**config.mk**
```make
export PLATFORM = sky130hd
export DESIGN_NAME = mem_req_queue
export DESIGN_NICKNAME = d
export VERILOG_FILES = /design/src/rtl/mem_req_queue.sv
export SDC_FILE = /design/constraint.sdc
export NUM_CORES = 1
export LEC_CHECK = 0
export BUFFER_PORTS_ARGS = -buffer_cell sky130_fd_sc_hd__buf_2
export CORE_AREA = 2 2 225 116
export DETAILED_ROUTE_END_ITERATION = 8
export DIE_AREA = 0 0 227 118
export PLACE_DENSITY_LB_ADDON = 0.15
export SLEW_MARGIN = 20
export SYNTH_ARGS = -nofsm -noshare
export SYNTH_HDL_FRONTEND = slang
export SYNTH_SLANG_ARGS = --single-unit
export TNS_END_PERCENT = 5
```
**constraint.sdc**
```tcl
create_clock -name clk -period 5 [get_ports clk]
set_input_delay 0.25 -clock clk [delete_from_list [all_inputs] [get_ports clk]]
set_output_delay 0.25 -clock clk [all_outputs]
set_load 0.05 [all_outputs]
```
**src/rtl/mem_req_queue.sv**
```systemverilog
// mem_req_queue: in-order request buffer in front of a memory controller.
// Requests {rd_wr, addr, wdata} are queued in a DEPTH-entry FIFO. They are issued
// one at a time as a single-cycle registered command strobe. A read holds the
// issue path for RD_LATENCY cycles, then returns its data as a one-cycle response.
// Build option: define MEM_REQ_QUEUE_OVF_EN to compile in the sticky overflow
// flag (ovf_err). Without it, ovf_err is tied low.
module mem_req_queue #(
    parameter int DATA_WIDTH = 8,
    parameter int ADDR_WIDTH = 16,
    parameter int DEPTH      = 4,
    parameter int RD_LATENCY = 1
) (
    input  logic                     clk,
    input  logic                     reset,
    input  logic                     req_valid,
    output logic                     req_ready,
    input  logic                     req_rd_wr,
    input  logic [ADDR_WIDTH-1:0]    req_addr,
    input  logic [DATA_WIDTH-1:0]    req_wdata,
    output logic                     mc_rd_wr_valid,
    output logic                     mc_rd_wr,
    output logic [ADDR_WIDTH-1:0]    mc_addr,
    output logic [DATA_WIDTH-1:0]    mc_wr_data,
    input  logic [DATA_WIDTH-1:0]    mc_rd_data,
    output logic                     rsp_valid,
    output logic [ADDR_WIDTH-1:0]    rsp_addr,
    output logic [DATA_WIDTH-1:0]    rsp_data,
    output logic [$clog2(DEPTH):0]   level,
    output logic                     ovf_err
);
    localparam int PW = $clog2(DEPTH);
    localparam int LW = PW + 1;
    localparam int EW = 1 + ADDR_WIDTH + DATA_WIDTH;

    typedef enum logic [1:0] {IDLE, ISSUE, RD_WAIT} state_t;

    state_t                  state_q, state_d;
    logic [EW-1:0]           fifo_q [DEPTH];
    logic [EW-1:0]           fifo_d [DEPTH];
    logic [PW-1:0]           wr_ptr_q, wr_ptr_d, rd_ptr_q, rd_ptr_d;
    logic [LW-1:0]           level_q, level_d;
    logic [1:0]              cnt_q, cnt_d;
    logic                    mc_valid_q, mc_valid_d, mc_rd_wr_q, mc_rd_wr_d;
    logic [ADDR_WIDTH-1:0]   mc_addr_q, mc_addr_d, rsp_addr_q, rsp_addr_d;
    logic [DATA_WIDTH-1:0]   mc_wr_data_q, mc_wr_data_d, rsp_data_q, rsp_data_d;
    logic                    rsp_valid_q, rsp_valid_d;
    logic                    push, pop, not_empty;
    logic [EW-1:0]           head;

    // Accept only on level, so a pop in the same cycle never admits a push at full.
    assign req_ready = (level_q != LW'(DEPTH));
    assign push      = req_valid && req_ready;
    assign not_empty = (level_q != '0);
    assign head      = fifo_q[rd_ptr_q];

    // FIFO storage, pointers and occupancy.
    always_comb begin
        fifo_d   = fifo_q;
        wr_ptr_d = wr_ptr_q;
        rd_ptr_d = rd_ptr_q;
        level_d  = level_q;
        if (push) begin
            fifo_d[wr_ptr_q] = {req_rd_wr, req_addr, req_wdata};
            wr_ptr_d         = wr_ptr_q + PW'(1);
        end
        if (pop) begin
            rd_ptr_d = rd_ptr_q + PW'(1);
        end
        if (push && !pop) begin
            level_d = level_q + LW'(1);
        end else if (pop && !push) begin
            level_d = level_q - LW'(1);
        end
    end

    // Issue sequencing: a pop is the edge that loads a command into the mc_* registers.
    always_comb begin
        state_d     = state_q;
        pop         = 1'b0;
        cnt_d       = cnt_q;
        rsp_valid_d = 1'b0;
        rsp_addr_d  = rsp_addr_q;
        rsp_data_d  = rsp_data_q;
        case (state_q)
            IDLE: begin
                if (not_empty) begin
                    pop     = 1'b1;
                    state_d = ISSUE;
                end
            end
            ISSUE: begin
                if (mc_rd_wr_q) begin
                    state_d = RD_WAIT;
                    cnt_d   = 2'(RD_LATENCY - 1);
                end else if (not_empty) begin
                    pop     = 1'b1;
                    state_d = ISSUE;
                end else begin
                    state_d = IDLE;
                end
            end
            RD_WAIT: begin
                if (cnt_q == 2'd0) begin
                    rsp_valid_d = 1'b1;
                    rsp_addr_d  = mc_addr_q;
                    rsp_data_d  = mc_rd_data;
                    if (not_empty) begin
                        pop     = 1'b1;
                        state_d = ISSUE;
                    end else begin
                        state_d = IDLE;
                    end
                end else begin
                    cnt_d = cnt_q - 2'd1;
                end
            end
            default: state_d = IDLE;
        endcase
    end

    // Command outputs: address/data hold between strobes, type drops to 0.
    always_comb begin
        mc_valid_d   = pop;
        mc_rd_wr_d   = pop ? head[EW-1] : 1'b0;
        mc_addr_d    = pop ? head[DATA_WIDTH +: ADDR_WIDTH] : mc_addr_q;
        mc_wr_data_d = pop ? head[DATA_WIDTH-1:0] : mc_wr_data_q;
    end

    // State and datapath registers.
    always_ff @(posedge clk or posedge reset) begin
        if (reset) begin
            state_q      <= IDLE;
            for (int i = 0; i < DEPTH; i++) fifo_q[i] <= '0;
            wr_ptr_q     <= '0;
            rd_ptr_q     <= '0;
            level_q      <= '0;
            cnt_q        <= '0;
            mc_valid_q   <= 1'b0;
            mc_rd_wr_q   <= 1'b0;
            mc_addr_q    <= '0;
            mc_wr_data_q <= '0;
            rsp_valid_q  <= 1'b0;
            rsp_addr_q   <= '0;
            rsp_data_q   <= '0;
        end else begin
            state_q      <= state_d;
            fifo_q       <= fifo_d;
            wr_ptr_q     <= wr_ptr_d;
            rd_ptr_q     <= rd_ptr_d;
            level_q      <= level_d;
            cnt_q        <= cnt_d;
            mc_valid_q   <= mc_valid_d;
            mc_rd_wr_q   <= mc_rd_wr_d;
            mc_addr_q    <= mc_addr_d;
            mc_wr_data_q <= mc_wr_data_d;
            rsp_valid_q  <= rsp_valid_d;
            rsp_addr_q   <= rsp_addr_d;
            rsp_data_q   <= rsp_data_d;
        end
    end

`ifdef MEM_REQ_QUEUE_OVF_EN
    logic ovf_q, ovf_d;

    // Sticky flag for any request offered while the queue is full.
    always_comb begin
        ovf_d = ovf_q | (req_valid & ~req_ready);
    end

    // Overflow flag register, cleared only by reset.
    always_ff @(posedge clk or posedge reset) begin
        if (reset) ovf_q <= 1'b0;
        else       ovf_q <= ovf_d;
    end

    assign ovf_err = ovf_q;
`else
    assign ovf_err = 1'b0;
`endif

    assign mc_rd_wr_valid = mc_valid_q;
    assign mc_rd_wr       = mc_rd_wr_q;
    assign mc_addr        = mc_addr_q;
    assign mc_wr_data     = mc_wr_data_q;
    assign rsp_valid      = rsp_valid_q;
    assign rsp_addr       = rsp_addr_q;
    assign rsp_data       = rsp_data_q;
    assign level          = level_q;

endmodule

```
; ---- Yosys cells after proc, flatten, opt, wreduce, memory -nomap -nowiden
; Cells that the tools add are included.
[classes]
reduce_logical = 14
eq_ne = 7
mux = 23
magnitude_cmp = 3
n_bitwise = 2
add_sub_neg = 5
[ops]
columns = operator, n
row1 = 100-bit bitwise mux, 1
row2 = 25-bit 2-to-1 mux, 3
row3 = 25-bit binary-select mux with 2-bit select, 1
row4 = 25-bit demux with 2-bit select, 1
row5 = 2-bit 2-to-1 mux, 5
row6 = "2-bit inequality test, second input constant", 4
row7 = 1-bit 2-to-1 mux, 7
row8 = "3-bit >= comparator, second input constant", 2
row9 = 3-bit 2-to-1 mux, 2
row10 = 2-bit inverter with 3-bit output, 2
row11 = 2-bit case mux with 3 select lines, 1
row12 = "2-bit by 1-bit adder with 2-bit output, second input constant", 2
row13 = 1-bit logical AND, 4
row14 = 2-bit zero test, 2
row15 = 2-bit case mux with 2 select lines, 1
row16 = 2-bit AND reduction, 2
row17 = 2-bit nonzero test, 2
row18 = "3-bit by 1-bit adder with 3-bit output, second input constant", 1
row19 = "3-bit by 1-bit < comparator with 1-bit output, second input constant", 1
row20 = "3-bit inequality test, second input constant", 1
row21 = 1-bit case mux with 3 select lines, 1
row22 = 3-bit AND reduction, 1
row23 = 3-bit nonzero test, 1
row24 = "3-bit by 1-bit subtractor with 3-bit output, second input constant", 1
row25 = other kinds (4), 5
[totals]
output_inout_bits = 56
elab_cells = 70
register_bits = 162
input_bits = 36

; ---- Depth between registers and ports, before layout
; Gate-level depths: netlist of run 1.
[depth]
ltp_word = 7
ltp_mapped = 11
mapped_depth_nobuf = 11

; ---- Worst setup path after synthesis of run 1
; OpenSTA, ideal clock, no wires.
[synth_path]
path_kind = register to register
start = register level_q[0] (netlist: level[0])
end = register level_q[2] (netlist: level[2])
path_slack_ps = 2734
stages_incl_launch_ff = 10
setup_ps = 83
required_ps = 4917
path_buffers = 1
synth_period_minus_slack_ps = 2266
arrival_time_ps = 2183
path_cell_list = dfrtp_1 > nor2_2 > a21boi_2 > buf_12 > ha_1 > inv_1 > fa_1 > xor2_1 > nor2_1 > xor2_1
[synth_between]
elab_cells_between_ends = 16
classes_between = add/sub (2) / eq/ne (1) / mux (6) / reduce/logical (7)
[synth_lines]
columns = element, line
row1 = start: declaration, 41  ; logic [LW-1:0] level_q, level_d;
row2 = start signal: assignment, 150  ; level_q <= level_d;
row3 = 3-bit inequality test (*), 51  ; assign req_ready = (level_q != LW'(DEPTH));
row4 = 1-bit logical AND (*), 52  ; assign push = req_valid && req_ready;
row5 = named net push, 47  ; logic push, pop, not_empty;
row6 = 1-bit zero test, 71  ; end else if (pop && !push) begin
row7 = 1-bit logical AND, 71
row8 = 2-bit nonzero test (no source line), n/a
; The timed path passes the listed nets; every way through them passes the cells marked *. The select of a mux whose other input is x is not followed.
; A chain may end at the register's enable or synchronous reset.

; ---- Worst setup path after layout of run 1
[layout_path]
start = register level_q[0] (netlist: level[0])
end = register level_q[2] (netlist: level[2])
[layout_between]
elab_chain_len = 7
elab_cells_between_ends = 16
classes_between = add/sub (2) / eq/ne (1) / mux (6) / reduce/logical (7)
[layout_rtl]
columns = element, line
row1 = 3-bit nonzero test, 53  ; assign not_empty = (level_q != '0);
row2 = 1-bit 2-to-1 mux, "86, 95, 107"
row3 = 1-bit 2-to-1 mux (on tied branches), "103, 92"
row4 = 1-bit case mux with 3 select lines, 84  ; case (state_q)
row5 = 1-bit zero test, 69  ; if (push && !pop) begin
row6 = 1-bit logical AND, 69
row7 = 3-bit 2-to-1 mux or 2-bit nonzero test (tied branches), n/a
; Parallel ways exist; a longest one is shown, timed or not. The select of a mux whose other input is x is not followed.

==> impl_metrics.ini, run 1 <==
[outcome]
status = finished clean

[setup_path]
required_ns = 5.36
r2r_start = level[0]
cp.arrival_ns = 3.04
crit_type = register to register
start_kind = register
startpoint = level[0]
worst-r2r-cell-count = 8
endpoint_kind = register
worstReg2RegEnd = level[2]
path_max_fanout = 8
crit_end = level[2]
r2r_slack_ns = 2.32

[timing]
drv_slew = 0
fin_ws_ns = 2.32
rsz0062_at_grt = no
fin_tns_setup_ns = 0
hold_viol_final = 0
fin_crit_ns = 2.68
fin_crit_sh_pct = 53.6
slew_headroom_pct = 28.3
setup_viol = 0
fin_worst_skew_ns = 0.00751
tightest_slew_ns = 1.07
fmax_ghz = 0.373
whs_ns = 0.0865

[global_route]
grt_pass1_vias = 4380
gr-usage-all-layers_pct = 13.2
antenna_found_initial = 1
grt_max_degree = 60
grt-ovfl-total = 0
grt_first_pass_wirelength_um = 26300

[cells_and_area]
drive_above_1_share_pct = 49.9
final_common_cell = dfrtp_1
finalCoreUtilization_pct = 34.8
area_growth_pct = 17.6
final_nets = 600
design_area_sq_um = 8640
fill_cells = 2430
mostFrequentLayoutCells = dfrtp_1, mux2_4, buf_2, nand2_1, mux2_2

[synth]
ys_seq_area_share_pct = 55.2
yosys_warnings = 0
syn_nets = 501
synth_cells = 458
ys_types = 32
syn_area_sq_um = 7350
avgSynthCellArea_sq_um = 16.0
synth-seq-cells = 162

[cts]
cts-root-buf = clkbuf_16
cts_setup_buffers = 0
clk_path_buf_depth = 2
cts_tree = done
holdBufCountCts = 9
cts_resized = 0
cts_buffers = 17
clk_pin_slew_ns = 0.06
clk_latency_ns = 0.43
htree_levels = 4
cts_sinks = 162

[floorplanning]
start_util_pct = 29.6
dieArea_sq_um = 26800
rows = 41
die_h_um = 118
io_pins = 92
core_sq_um = 24800
die_x_um = 227

[power]
p_sw_share_pct = 37.8
clock_power_share_pct = 18.2
p_sw_uw = 2620
power_leakage_uw = 0.00419
p_comb_share_pct = 45.6
seq_power_share_pct = 36.2
ir_drop_uv = 269
power_density_nw_per_um2 = 802
internal-power_uw = 4310

[route]
vias = 3924
route.detailed.drc = 0
wl_per_cell_um = 17.9
detail-route-antenna-nets = 0
drt_first_pass_iters = 4
drtIter0Drc = 176
finalWirelength_um = 16400
viasPerCell = 4.29

[place]
pre_cts_ws_ns = 2.31
placed_area_sq_um = 7980
portBuffers = 90
gp_congestion = 0.680
dp_hpwl_um = 9900

[job]
max_cap_viol_count = 0

[hold_path]
min_path_type = input pin to register
-- Yosys cell counts (all sizes together) --
cell type | n | area share (%)
xnor2 | 3 | 0.36
nand4bb | 1 | 0.15
nand2 | 82 | 5.1
buf | 18 | 3.5
mux2 | 125 | 24
and2 | 2 | 0.17
a21boi | 1 | 0.15
a21oi | 3 | 0.26
ha | 6 | 1.0
clkbuf | 4 | 0.20
o21ai | 3 | 0.20
xor2 | 3 | 0.36
conb | 1 | 0.051
mux4 | 25 | 7.7
nand2b | 1 | 0.085
nor3 | 1 | 0.068
nand3b | 2 | 0.20
inv | 9 | 0.49
nor2b | 1 | 0.12
nor2 | 4 | 0.24
fa | 1 | 0.27
dfrtp | 162 | 55
-- worst max-delay path, cell delays in order, from the launching register on --
cell	delay (ns)
dfrtp_1	0.46
nor2_2	0.08
a21boi_2	0.80
ha_1	0.33
inv_1	0.06
fa_1	0.39
xor2_1	0.18
nor2_1	0.13
xor2_1	0.17
-- cell type report --
class	instances	area (sq um)	share of cell area [%]
Sequential cell	162	4060	47.0
Timing Repair Buffer	102	563	6.52
Tap cell	344	430	4.98
Clock inverter	5	50.0	0.579
Inverter	9	41.3	0.478
Multi-Input combinational cell	265	2980	34.5
Clock buffer	26	509	5.89
Antenna cell	2	5.00	0.0579
-- flip-flops by register name, indices dropped and copies added (netlist names) --
signal          cells
mc_wr_data          8
mc_rd_wr_valid      1
fifo_q            100
level               3
rsp_valid           1
mc_rd_wr            1
mc_addr            16
rd_ptr_q            2
wr_ptr_q            2
rsp_data            8
rsp_addr           16
cnt_q               2
state_q             2
-- per-layer routing --
| layer | share of wire [%] | GRT usage (%) | vias up | wire length, um |
|---|---|---|---|---|
| met2 | 42 | 18.8 | 67 | 6950 |
| met5 | 0 | 0 | - | 0 |
| met3 | 4.7 | 4.72 | 10 | 771 |
| li1 | - | - | 1789 | - |
| met4 | 0.82 | 3.31 | 0 | 134 |
| met1 | 52 | 19.0 | 2058 | 8500 |
-- metrics by stage --
step | cells | total power, uW
finish | 915 | 6930
global route | 913 | 7370
CTS | 913 | 7040
detailed placement | 873 | 5730
global placement | 873 | 5660
floorplan | 458 | 5130
-- logic make-up after synthesis --
kind of cell | Yosys count | share of synthesized area [%]
xor gates and xnor gates | 6 | 0.715
adders and majority gates | 7 | 1.29
muxes | 150 | 31.8
DFF | 162 | 55.2
buffers and inverters | 31 | 4.22
other | 1 | 0.0510
AOI/OAI and AO/OA | 7 | 0.613
and+or+nand+nor | 94 | 6.15
-- power groups by stage --
stage               Combinational [uW]  Clock, uW  Sequential, uW
CTS                               3220       1300            2520
finish                            3160       1260            2510
global placement                  3160          0            2500
detailed placement                3200          0            2540
floorplan                         2130          0            3000
global route                      3380       1370            2620
-- worst min path at each step --
stage / start / to / depth (start not counted)
global route: req_addr[12] / fifo_q[95] / 2
global placement: reset / rsp_data[1] / 2
finish: req_addr[14] / fifo_q[97] / 2
CTS: req_addr[14] / fifo_q[97] / 2
floorplan: mc_rd_data[0] / rsp_data[0] / 2
detailed placement: reset / rsp_addr[14] / 2
Note: power is estimated with default switching activity, not from simulation.
==> inputs of run 2 (changes only) <==
Settings changed: ABC_AREA set to 1.
Clock period 5 ns to 2.4 ns, I/O delays scaled along.
==> run 2 against run 1 <==
Compared with the run above: die area unchanged; clock power rose by 130%; hold slack lost 0.066 ns; total power increased by 100%; area after synthesis unchanged; non-clock buffer count grew 22; critical path depth is 4 higher; count of clock-buffer cells in the layout decreased by 6; setup slack worse by 1.9 ns; critical path type unchanged; critical endpoint unchanged; largest cell class unchanged; highest routed layer unchanged.
==> impl_metrics.ini, run 2 <==
[outcome]
status = finished clean

[synth]
netlist.area_leader.share_pct = 55.2
ys_seq_area_share_pct = 55.2
async_flop_share_pct = 100
synth-seq-cells = 162
synth_edf_count = 0
netlist.top_cell.by_area = dfrtp_1
yosys_warnings = 0
syn_area_sq_um = 7350
ys_top_cells_by_count = nand2_1, dfrtp_1, inv_1, o21ai_0, nand3_1
avgSynthCellArea_sq_um = 7.99
ys_types = 24
syn_nets = 962
yosysMostFrequentCell = nand2_1
synth_cells = 919
synth.area.top_cells = dfrtp_1, nand2_1, o21ai_0, inv_1, nand3_1
synthFlopType = dfrtp_1

[route]
finalWirelength_um = 19700
route.detailed.drc = 0
viasPerCell = 4.25
wl_per_cell_um = 14.4
drt_first_pass_iters = 4
detail-route-antenna-nets = 0
drtIter0Drc = 387
vias = 5825

[place]
pre_cts_ws_ns = 0.441
dp_hpwl_um = 12200
gp_congestion = 0.740
placedCellCount = 1321
portBuffers = 90

[timing]
fin_crit_sh_pct = 82.7
fin_tns_setup_ns = 0
fin_ws_ns = 0.416
fin_worst_skew_ns = 0.00745
slew_headroom_pct = 56.8
hold_viol_final = 0
rsz0062_at_grt = no
fin_crit_ns = 1.98
drv_slew = 0
setup_viol = 0
fmax_ghz = 0.504
tightest_slew_ns = 0.648

[cts]
cts_buffers = 17
cts_resized = 0
clk_path_buf_depth = 2
htree_levels = 4
clk_pin_slew_ns = 0.06
clk_latency_ns = 0.43
cts_setup_buffers = 0
holdBufCountCts = 17
cts_tree = done
cts-root-buf = clkbuf_16
cts_sinks = 162

[cells_and_area]
final_common_cell = nand2_1
max_flop_register = fifo_q
finalCoreUtilization_pct = 36.2
mostFrequentLayoutCells = nand2_1, dfrtp_1, inv_1, o21ai_0, buf_2
drive_above_1_share_pct = 14.8
antenna_cells = 0
largest_reg_flops = 100
area_growth_pct = 22.2
final_nets = 1056
fin_cells = 1369

[setup_path]
crit_type = register to register
worst-r2r-cell-count = 12
endpoint_kind = register
start_kind = register
required_ns = 2.74
cpPeakStageDelay_ns = 0.38
cp.arrival_ns = 2.33
critPathSlowestCell = fa_1
r2r_slack_ns = 0.42
path_max_fanout = 2
worstPathCellList = inv_1 > ha_1 > o21ai_2 > nor2_4 > inv_1 > ha_1 > inv_1 > fa_1 > inv_1 > nand2_1 > nand3_1 > xor2_1
r2r_start = cnt_q[0]
cpMostUsedCell = inv_1
worstReg2RegEnd = level[2]

[power]
power_leakage_uw = 0.00488
clock_power_share_pct = 20.5
ir_drop_uv = 683
p_sw_share_pct = 45.6
seq_power_share_pct = 33.3
internal-power_uw = 7680
p_comb_share_pct = 46.1
power_density_nw_per_um2 = 1570
p_sw_uw = 6440

[global_route]
antenna_found_initial = 0
grt_pass1_vias = 5957
gr-usage-all-layers_pct = 15.9
grt_first_pass_wirelength_um = 32900
grt_max_degree = 74
grt-ovfl-total = 0

[job]
max_cap_viol_count = 0

[floorplanning]
start_util_pct = 29.6
io_pins = 92
die_h_um = 118
core_sq_um = 24800
dieArea_sq_um = 26800
die_x_um = 227
rows = 41

[hold_path]
min_from = req_addr[6]
worstHoldEndpoint = fifo_q[64]
min_path_type = input pin to register
hold_depth = 3
==> run 2: critical path: cells and delay by family, from the launching register on <==
family / cells / cell delay [ns]
AO/OA/AOI/OAI: 1 / 0.20
XOR/XNOR: 1 / 0.16
adder cells (fa/ha/maj): 3 / 0.78
buffers and inverters: 4 / 0.24
flip-flops: 1 / 0.34
AND/OR/NAND/NOR: 3 / 0.19
==> run 2: kinds of logic after synthesis <==
logic type	after synthesis	synth area share (%)
AOI/OAI and AO/OA	132	9.04
xor gates and xnor gates	4	0.477
adders and majority gates	7	1.29
buffers and inverters	188	10.6
DFF	162	55.2
other	1	0.0510
and+or+nand+nor	425	23.4
==> run 2: cell type report <==
class | instances | area (sq um)
fill | 2631 | 15900
timing repair buffer | 124 | 836
sequential | 162 | 4050
clock inverter | 11 | 160
inverter | 139 | 526
multi-input combinational | 569 | 2510
clock buffer | 20 | 457
tap | 344 | 430
==> run 2: worst max-delay path by stage <==
stage,endpoint,slack [ns],startpoint,cells past startpoint
finish,level[2],0.42,cnt_q[0],12
global route,level[2],0.24,cnt_q[0],12
CTS,level[2],0.41,cnt_q[0],12
detailed placement,level[2],0.44,cnt_q[0],12
global placement,level[2],0.45,cnt_q[0],12
floorplan,level[2],0.18,level[0],12
==> run 2: routing by layer <==
| metal | routed length [um] | up-vias | GRT usage (%) |
|---|---|---|---|
| met2 | 8330 | 82 | 23.5 |
| met4 | 148 | 0 | 4.53 |
| met3 | 631 | 11 | 3.52 |
| met5 | 0 | - | 0 |
| li1 | - | 2979 | - |
| met1 | 10500 | 2753 | 23.3 |
==> run 2: stage by stage <==
stage	instance area [sq um]	hold slack (ns)	power, uW
after floorplan	7350	0.230	9580
after global placement	8190	0.191	11300
after detailed placement	8190	0.190	11300
after CTS	8980	0.00321	14400
after global routing	8980	0.0314	15400
final	8980	0.0204	14100
==> run 2: power groups by stage <==
stage	Clock (uW)	Combinational [uW]	Sequential, uW
final	2900	6520	4710
after CTS	3000	6650	4710
after detailed placement	0	6610	4740
after floorplan	0	3580	6000
after global routing	3110	7470	4870
after global placement	0	6560	4750
==> inputs of run 3 (changes only) <==
Clock period 2.4 ns to 1.78 ns, I/O delays scaled along.
==> run 3 against run 2 <==
Compared with the run above: setup slack worse by 0.39 ns; cell area is 3.0% higher; clock skew is 0.00087 ns higher; final cell count increased by 1.6%; hold slack worse by 0.0042 ns; combinational power increased by 40%; count of clock-buffer cells in the layout increased by 3; die area stayed put; critical path type unchanged; global-route usage down 0.14 points; critical path depth is 1 lower; first-iteration DRC count shrank 16%.
==> impl_metrics.ini, run 3 (synthesized netlist as in run 2, its figures left out) <==
[floorplanning]
die_h_um = 118
rows = 41
io_pins = 92
core_sq_um = 24800
die_x_um = 227
dieArea_sq_um = 26800
start_util_pct = 29.6

[setup_path]
cpMostUsedCell = inv_2
required_ns = 2.10
cp.depth = 11
critPathBufInv = 3
crit_end = level[2]
worstReg2RegEnd = level[2]
path_max_fanout = 2
r2r_start = cnt_q[0]
endpoint_kind = register
cpPeakStageDelay_ns = 0.35
start_kind = register
cp_top_family = adder cells
startpoint = cnt_q[0]
cp.arrival_ns = 2.07
critPathSlowestCell = dfrtp_1
worstPathCellList = inv_2 > ha_4 > o21ai_4 > nor2_4 > inv_2 > ha_4 > inv_2 > fa_2 > nand2_1 > nand3_1 > xor2_1
crit_type = register to register
r2r_slack_ns = 0.03
worst-r2r-cell-count = 11

[global_route]
antenna_found_initial = 0
grt-ovfl-total = 0
grt_pass1_vias = 5980
grt_first_pass_wirelength_um = 32700
grt_max_degree = 63
gr-usage-all-layers_pct = 15.8

[place]
portBuffers = 90
dp_hpwl_um = 12400
gp_congestion = 0.768
placed_area_sq_um = 8320

[cts]
clk_path_buf_depth = 2
cts_setup_buffers = 0
cts_tree = done
cts-root-buf = clkbuf_16
clk_latency_ns = 0.43
cts_sinks = 162
cts_buffers = 17
clk_pin_slew_ns = 0.06
htree_levels = 4

[timing]
setup_viol = 0
drv_slew = 0
fmax_ghz = 0.571
fin_worst_skew_ns = 0.00832
fin_crit_ns = 1.75
rsz0062_at_grt = yes
fin_crit_sh_pct = 98.4
whs_ns = 0.0162
hold_viol_final = 0

[cells_and_area]
design_area_sq_um = 9240
area_growth_pct = 25.8
final_common_cell = nand2_1
largest_reg_flops = 100
finalCoreUtilization_pct = 37.2
fill_cells = 2659
antenna_cells = 0
drive_above_1_share_pct = 16.3
mostFrequentLayoutCells = nand2_1, dfrtp_1, inv_1, o21ai_0, buf_2
final_nets = 1077
max_flop_register = fifo_q

[route]
finalWirelength_um = 19400
drt_first_pass_iters = 5
wl_per_cell_um = 13.9
detail-route-antenna-nets = 0
viasPerCell = 4.21
drtIter0Drc = 325
route.detailed.drc = 0
vias = 5851

[power]
power_leakage_uw = 0.00499
power_density_nw_per_um2 = 2100
ir_drop_uv = 831
p_total_uw = 19400

[job]
max_cap_viol_count = 0

[hold_path]
min_path_type = input pin to register

[outcome]
status = finished clean
[run 3: cell type report]
cell class	instances	area, sq um	share of cell area, %
flip-flops and latches	162	4050	43.9
clock buffers	23	478	5.17
inverters	139	526	5.68
repair buffers	145	1050	11.4
multi-input cells	569	2550	27.6
well taps	344	430	4.66
clock inverters	9	153	1.65
[run 3: worst min path at each step]
stage	start	endpoint	slack (ns)	cells past startpoint
detailed placement	reset	fifo_q[45]	0.13	2
floorplan	mc_rd_data[0]	rsp_data[0]	0.20	2
global placement	reset	fifo_q[45]	0.13	2
finish	req_addr[1]	fifo_q[59]	0.02	3
global route	req_addr[1]	fifo_q[59]	0.02	3
CTS	req_addr[9]	fifo_q[42]	0.006	3
[run 3: worst register-to-register path: stages, from the launching register on]
cell     delay (ns)
dfrtp_1        0.35
inv_2          0.05
ha_4           0.16
o21ai_4        0.18
nor2_4         0.05
inv_2          0.06
ha_4           0.12
inv_2          0.04
fa_2           0.34
nand2_1        0.07
nand3_1        0.07
xor2_1         0.14
[run 3: what timing repair did]
action                                  CTS  global route
resized for setup                         7             4
endpoints found under the hold margin    69             0
endpoints found under the setup margin    2             2
hold buffers                             26             0
pin swaps                                 7             3
[run 3: report_power, final]
group	switching, uW	internal (uW)
Sequential	915	5410
Clock	1490	2460
Combinational	6310	2820
[run 3: metal layers]
layer / global-route usage [%] / share of wire, % / routed length [um]
met5: 0 / 0 / 0
met4: 4.25 / 0.88 / 170
met3: 3.15 / 3.1 / 601
met2: 23.0 / 42 / 8060
met1: 23.6 / 54 / 10600
[run 3: through the flow]
step	cells	setup TNS, ns	worst slack, ns
after floorplan	919	-60.22	-0.443
after global placement	1333	-0.160	-0.147
after detailed placement	1333	-0.217	-0.169
after CTS	1391	0	0.00680
after global routing	1391	-0.0845	-0.0771
final	1391	0	0.0285
